## src/rtl/sort_stream.sv

```systemverilog
`default_nettype none
// ============================================================================
// Module   : sort_stream
// Brief    : Frame sorter. Loads DEPTH unsigned WIDTH-bit words over a
//            valid/ready stream, sorts them in place by odd-even
//            transposition (one compare-exchange phase per clock), then
//            streams the ranked frame out over a second valid/ready port.
// Options  : SORT_STREAM_INDEX_EN - carry each word's arrival position as a
//            tag and present it on out_index.
// Revision : 1.0 - initial release
// ============================================================================
module sort_stream #(
    parameter int WIDTH = 3,
    parameter int DEPTH = 8,
    parameter int CW    = $clog2(DEPTH)
) (
    input  logic             clk,
    input  logic             rst,
    input  logic             flush,
    input  logic             descend,
    input  logic             in_valid,
    output logic             in_ready,
    input  logic [WIDTH-1:0] in_data,
    output logic             out_valid,
    input  logic             out_ready,
    output logic [WIDTH-1:0] out_data,
    output logic             out_last,
`ifdef SORT_STREAM_INDEX_EN
    output logic [CW-1:0]    out_index,
`endif
    output logic             busy
);

    typedef enum logic [1:0] {
        S_LOAD  = 2'd0,
        S_SORT  = 2'd1,
        S_DRAIN = 2'd2
    } state_t;

    localparam logic [CW-1:0] c_LAST_IDX = CW'(DEPTH - 1);
    // Phases 0..DEPTH-1 exchange; phase DEPTH is the hand-over cycle.
    localparam logic [CW:0]   c_PH_END   = (CW + 1)'(DEPTH);

    state_t             r_state;
    state_t             w_state_nxt;
    logic [CW-1:0]      r_wr_cnt;
    logic [CW-1:0]      r_rd_cnt;
    logic [CW:0]        r_phase;
    logic               r_desc;
    logic [WIDTH-1:0]   r_mem     [DEPTH];
    logic [WIDTH-1:0]   w_mem_nxt [DEPTH];
    logic [DEPTH-1:0]   w_swap;
`ifdef SORT_STREAM_INDEX_EN
    logic [CW-1:0]      r_tag     [DEPTH];
    logic [CW-1:0]      w_tag_nxt [DEPTH];
`endif

    // State register.
    always_ff @(posedge clk or negedge rst) begin
        if (!rst) begin
            r_state <= S_LOAD;
        end else begin
            r_state <= w_state_nxt;
        end
    end

    // Next-state and output decode; flush overrides every transition.
    always_comb begin
        w_state_nxt = r_state;
        in_ready    = 1'b0;
        out_valid   = 1'b0;
        busy        = 1'b0;
        out_data    = '0;
        out_last    = 1'b0;
`ifdef SORT_STREAM_INDEX_EN
        out_index   = '0;
`endif
        case (r_state)
            S_LOAD: begin
                in_ready = 1'b1;
                if (in_valid && (r_wr_cnt == c_LAST_IDX)) begin
                    w_state_nxt = S_SORT;
                end
            end
            S_SORT: begin
                busy = 1'b1;
                if (r_phase == c_PH_END) begin
                    w_state_nxt = S_DRAIN;
                end
            end
            S_DRAIN: begin
                busy      = 1'b1;
                out_valid = 1'b1;
                out_data  = r_mem[r_rd_cnt];
                out_last  = (r_rd_cnt == c_LAST_IDX);
`ifdef SORT_STREAM_INDEX_EN
                out_index = r_tag[r_rd_cnt];
`endif
                if (out_ready && (r_rd_cnt == c_LAST_IDX)) begin
                    w_state_nxt = S_LOAD;
                end
            end
            default: begin
                w_state_nxt = S_LOAD;
            end
        endcase
        if (flush) begin
            w_state_nxt = S_LOAD;
        end
    end

    // One odd-even transposition phase: even phases pair (0,1),(2,3)..,
    // odd phases pair (1,2),(3,4)..; equal words never swap (stable).
    always_comb begin
        w_swap = '0;
        for (int i = 0; i < DEPTH - 1; i++) begin
            w_swap[i] = (i[0] == r_phase[0]) &&
                        (r_desc ? (r_mem[i] < r_mem[i+1])
                                : (r_mem[i] > r_mem[i+1]));
        end
        w_mem_nxt = r_mem;
`ifdef SORT_STREAM_INDEX_EN
        w_tag_nxt = r_tag;
`endif
        for (int i = 0; i < DEPTH - 1; i++) begin
            if (w_swap[i]) begin
                w_mem_nxt[i]   = r_mem[i+1];
                w_mem_nxt[i+1] = r_mem[i];
`ifdef SORT_STREAM_INDEX_EN
                w_tag_nxt[i]   = r_tag[i+1];
                w_tag_nxt[i+1] = r_tag[i];
`endif
            end
        end
    end

    // Datapath: frame capture, in-place sorting and drain read pointer.
    always_ff @(posedge clk or negedge rst) begin
        if (!rst) begin
            r_wr_cnt <= '0;
            r_rd_cnt <= '0;
            r_phase  <= '0;
            r_desc   <= 1'b0;
            for (int i = 0; i < DEPTH; i++) begin
                r_mem[i] <= '0;
`ifdef SORT_STREAM_INDEX_EN
                r_tag[i] <= '0;
`endif
            end
        end else if (flush) begin
            // Abort keeps the array but rewinds every pointer.
            r_wr_cnt <= '0;
            r_rd_cnt <= '0;
            r_phase  <= '0;
        end else begin
            case (r_state)
                S_LOAD: begin
                    if (in_valid) begin
                        r_mem[r_wr_cnt] <= in_data;
`ifdef SORT_STREAM_INDEX_EN
                        r_tag[r_wr_cnt] <= r_wr_cnt;
`endif
                        if (r_wr_cnt == '0) begin
                            r_desc <= descend;
                        end
                        if (r_wr_cnt == c_LAST_IDX) begin
                            r_wr_cnt <= '0;
                            r_phase  <= '0;
                        end else begin
                            r_wr_cnt <= r_wr_cnt + 1'b1;
                        end
                    end
                end
                S_SORT: begin
                    if (r_phase != c_PH_END) begin
                        r_mem   <= w_mem_nxt;
`ifdef SORT_STREAM_INDEX_EN
                        r_tag   <= w_tag_nxt;
`endif
                        r_phase <= r_phase + 1'b1;
                    end else begin
                        r_phase  <= '0;
                        r_rd_cnt <= '0;
                    end
                end
                S_DRAIN: begin
                    if (out_ready) begin
                        if (r_rd_cnt == c_LAST_IDX) begin
                            r_rd_cnt <= '0;
                        end else begin
                            r_rd_cnt <= r_rd_cnt + 1'b1;
                        end
                    end
                end
                default: begin
                    r_wr_cnt <= '0;
                end
            endcase
        end
    end

endmodule
`default_nettype wire
```

## config.mk

```make
export PLATFORM = sky130hd
export DESIGN_NAME = sort_stream
export DESIGN_NICKNAME = d
export VERILOG_FILES = /design/src/rtl/sort_stream.sv
export SDC_FILE = /design/constraint.sdc
export NUM_CORES = 1
export LEC_CHECK = 0
export ABC_AREA = 0
export CAP_MARGIN = 40
export CORE_MARGIN = 2
export CORE_UTILIZATION = 57
export CTS_BUF_LIST = sky130_fd_sc_hd__clkbuf_8
export CTS_CLUSTER_DIAMETER = 50
export CTS_CLUSTER_SIZE = 28
export DETAILED_ROUTE_END_ITERATION = 8
export PLACE_DENSITY = 0.79
export SETUP_SLACK_MARGIN = 0.5
export SLEW_MARGIN = 15
export SYNTH_ARGS = -nofsm -noshare
export SYNTH_HDL_FRONTEND = slang
export SYNTH_SLANG_ARGS = --single-unit
```

## constraint.sdc

```tcl
create_clock -name clk -period 2.2 [get_ports clk]
set_input_delay 0.22 -clock clk [delete_from_list [all_inputs] [get_ports clk]]
set_output_delay 0.22 -clock clk [all_outputs]
set_load 0.02 [all_outputs]
```

==> impl_metrics.csv <==
group,metric,value,unit
run_status,status,"finished with violations",
run_status,violations,"DRC, setup timing",
clock_tree,clkTransAtPathRegs,90,ps
yosys,synth-seq-cells,37,
die,die_h,78.7,um
sta,fmax,0.450,GHz
sta,worst_slew_pin_slew,672,ps
die,coreArea,5440,um^2
die,fp.dieW,78.7,um
clock_tree,cts_buffer_depth,2,
critical_path,start_kind,"flop",
pwr,seqPwrFrac,16.2,%
clock_tree,clkLatencyLatePin,310,ps
sta,finalCriticalPeriod,2220,ps
critical_path,cp_slowest_stage_delay,460,ps
place,place.gp.congestion,0.909,
sta,fin_skew,13.7,ps
critical_path,rrSetupSlack,-20,ps
critical_path,path_buf_inv,0,
place,placement.io_buffers,15,
routing,ant_nets,0,
yosys,netlist_instances,354,
pwr,comb_power_share,77.2,%
critical_path,worstPathRequired,2390,ps
pwr,power.internal,0.00398,W
layout,fillerInstances,242,
yosys,synth-edff-count,0,
die,row_count,27,
yosys,syn_area,3180,um^2
sta,fin_setup_tns,-25.5,ps
layout,multiInputGateArea,2750,um^2
yosys,synth.distinct_cells,60,
yosys,async_reset_ff_share,100,%
clock_tree,numCtsBuffers,5,
critical_path,ff2ff_path_depth,6,
routing,vias,3625,
pwr,switching_power,0.00375,W
yosys,synth_most_common_cell,"dfrtp_1",
pwr,power.leakage,1.95,nW
routing,avgViaCountPerCell,7.09,
routing,drc_errors,37,
global_routing,grt_pass1_vias,3436,
yosys,synth_nets,395,
critical_path,endpoint_kind,"flop",
critical_path,cp_cell_sequence,"ha_4, and3_4, o31a_1, o41a_1, o21a_1, o32a_1",
yosys,post-synth-top-area-fraction,29.1,%
clock_tree,cts_sinks,37,
critical_path,crit_family,"compound AO/OA/AOI/OAI gates",
critical_path,r2r_start,"r_mem[20]$_DFFE_PN0P_",
yosys,ys_top_cells_by_area,"dfrtp_1 (29%), ha_1 (13%), mux2i_1 (7.5%), mux4_2 (4.2%), a221oi_1 (4.1%)",
layout,area.growth.synth_to_final,48.6,%
pwr,ir_worst_vdd,1030,uV
critical_path,crit_fanout,5,
routing,routed_wl,13000,um
sta,drv_slew,0,
layout,drive_gt1_share,46.5,%
layout,fin_nets,479,
sta,hold_slack,370,ps
pwr,p_per_area,1630,nW/um^2
sta,rsz0062_at_grt,"yes",
flow_run,drv_cap,0,
die,die-area,6200,um^2
yosys,syn-mean-instance-area,8.99,um^2
routing,first_iter_violations,617,
global_routing,gr-total-overflow,0,
worst_hold_path,hold_class,"primary input to asynchronous set/reset pin",
global_routing,grt_pass1_wl,17200,um
layout,post-route-util,87.0,%
place,dp_cells,468,
critical_path,r2r_end,"r_mem[20]$_DFFE_PN0P_",
layout,final_cells,511,
layout,register_area,933,um^2
sta,finalSetupViolCount,2,
yosys,seq_area_frac_synth,29.1,%
sta,fin_crit_sh,101,%
yosys,synth_ff_type,"dfrtp_1",
global_routing,antenna_found_initial,0,
critical_path,critPathKind,"flop to flop",
pwr,clkPwrFrac,6.6,%
clock_tree,cts_tree,"done",
die,start_util,58.5,%
routing,drt_pass1_iterations,9,
pwr,switching_share,48.5,%
yosys,ys_warn_count,0,
global_routing,grt_max_degree,24,
yosys,yosysTopAreaCell,"dfrtp_1",
critical_path,worst_ep_arrival_time,2420,ps
die,ios,16,
clock_tree,cts_htree_levels,2,
global_routing,grt_usage,36.4,%
layout,antenna_cells,0,
routing,wl_per_cell,25.4,um
critical_path,critPathSlowestCell,"o41a_1",
sta,hold_viol_final,0,
sta,setup_ws,-21.9,ps
place,dp_slack,7.58,ps
sta,slew_headroom,55.0,%
yosys,synth_common_cells,"dfrtp_1 (37), ha_1 (32), nand2_1 (31), nor2_1 (31), inv_1 (29)",
place,hpwl,6810,um
clock_tree,cts_root_buffer,"clkbuf_8",
how the worst max path moves through the flow:
stage	cells after the start	startpoint	slack, ps	endpoint
finish	6	r_mem[20]$_DFFE_PN0P_	-20	r_mem[20]$_DFFE_PN0P_
global route	7	r_state[0]$_DFFE_PN0P_	-100	r_mem[2]$_DFFE_PN0P_
CTS	7	r_mem[5]$_DFFE_PN0P_	70	r_mem[8]$_DFFE_PN0P_
detailed placement	7	r_mem[5]$_DFFE_PN0P_	8	r_mem[8]$_DFFE_PN0P_
global placement	6	r_mem[20]$_DFFE_PN0P_	80	r_mem[16]$_DFFE_PN0P_
floorplan	8	r_mem[10]$_DFFE_PN0P_	160	r_mem[10]$_DFFE_PN0P_
registers in the layout, indices dropped and copies added, names as in the netlist:
signal    cells
r_desc        1
r_mem        24
r_phase       4
r_rd_cnt      3
r_state       2
r_wr_cnt      3
cell families after synthesis:
| group | synth area share, % |
|---|---|
| buf+inv | 5.42 |
| simple gates | 19.8 |
| flops | 29.1 |
| fa+ha+maj | 12.6 |
| compound gates | 19.9 |
| mux | 13.3 |
metal layers:
metal / vias to the layer above / GRT usage [%] / wire length (um)
met5: - / 0 / 0
met4: 0 / 20.4 / 952
met3: 119 / 6.70 / 1350
met2: 326 / 62.1 / 6070
met1: 1715 / 43.2 / 4610
li1: 1465 / - / -
worst register-to-register path, stage by stage, from the launching register on:
cell     delay [ps]
dfrtp_2         450
ha_4            260
and3_4          180
o31a_1          260
o41a_1          460
o21a_1          170
o32a_1          320
cell type report:
class | instances | share of cell area (%)
clock buffers | 5 | 1.46
multi-input cells | 275 | 58.2
inverters | 30 | 2.49
repair buffers | 89 | 16.0
flip-flops and latches | 37 | 19.7
clock inverters | 3 | 0.291
well taps | 72 | 1.90
metrics by stage:
stage	instance area [um^2]	total power, W
finish	4730	0.00773
global route	4730	0.00803
CTS	4340	0.00634
detailed placement	3740	0.00479
global placement	3720	0.00464
floorplan	3270	0.00362
cells in the final DEF (no fill, tap or decap), types with 3 or more instances in the layout:
cell,Yosys,final
nand3_1,8,6
ha_4,0,16
clkbuf_8,0,5
o21a_1,4,4
a21oi_2,1,5
nor2b_4,0,3
inv_2,1,12
nor2_1,31,29
inv_1,29,17
a21oi_1,14,5
buf_6,1,12
clkdlybuf4s50_1,0,7
and2_1,4,3
dfrtp_1,37,31
nand2_1,31,26
a221oi_2,0,9
o21ai_1,4,3
nand2_2,0,4
a21oi_4,0,5
mux4_2,6,6
o21ai_2,0,4
nand2b_1,9,8
ha_1,32,15
nor3b_1,4,3
o32a_1,3,3
nor2b_1,9,5
a221oi_1,15,5
o21ai_0,24,19
buf_4,1,63
mux2i_1,24,22
dfrtp_2,0,6
power by group through the flow:
stage	Clock [W]	Combinational [W]	Sequential, W
3_3_place_gp	0	0.00346	0.00117
4_1_cts	0.000489	0.00467	0.00119
5_1_grt	0.000532	0.00625	0.00125
3_5_place_dp	0	0.00360	0.00119
2_1_floorplan	0	0.00249	0.00113
6_report	0.000507	0.00597	0.00125
timing repair:
item	4_1_cts	5_1_grt
hold buffers	1	0
pin swaps	26	25
buffers inserted	23	11
endpoints found under the setup margin	38	37
gates resized for setup	90	71
endpoints found under the hold margin	14	0
(Power assumes the default switching activity.)
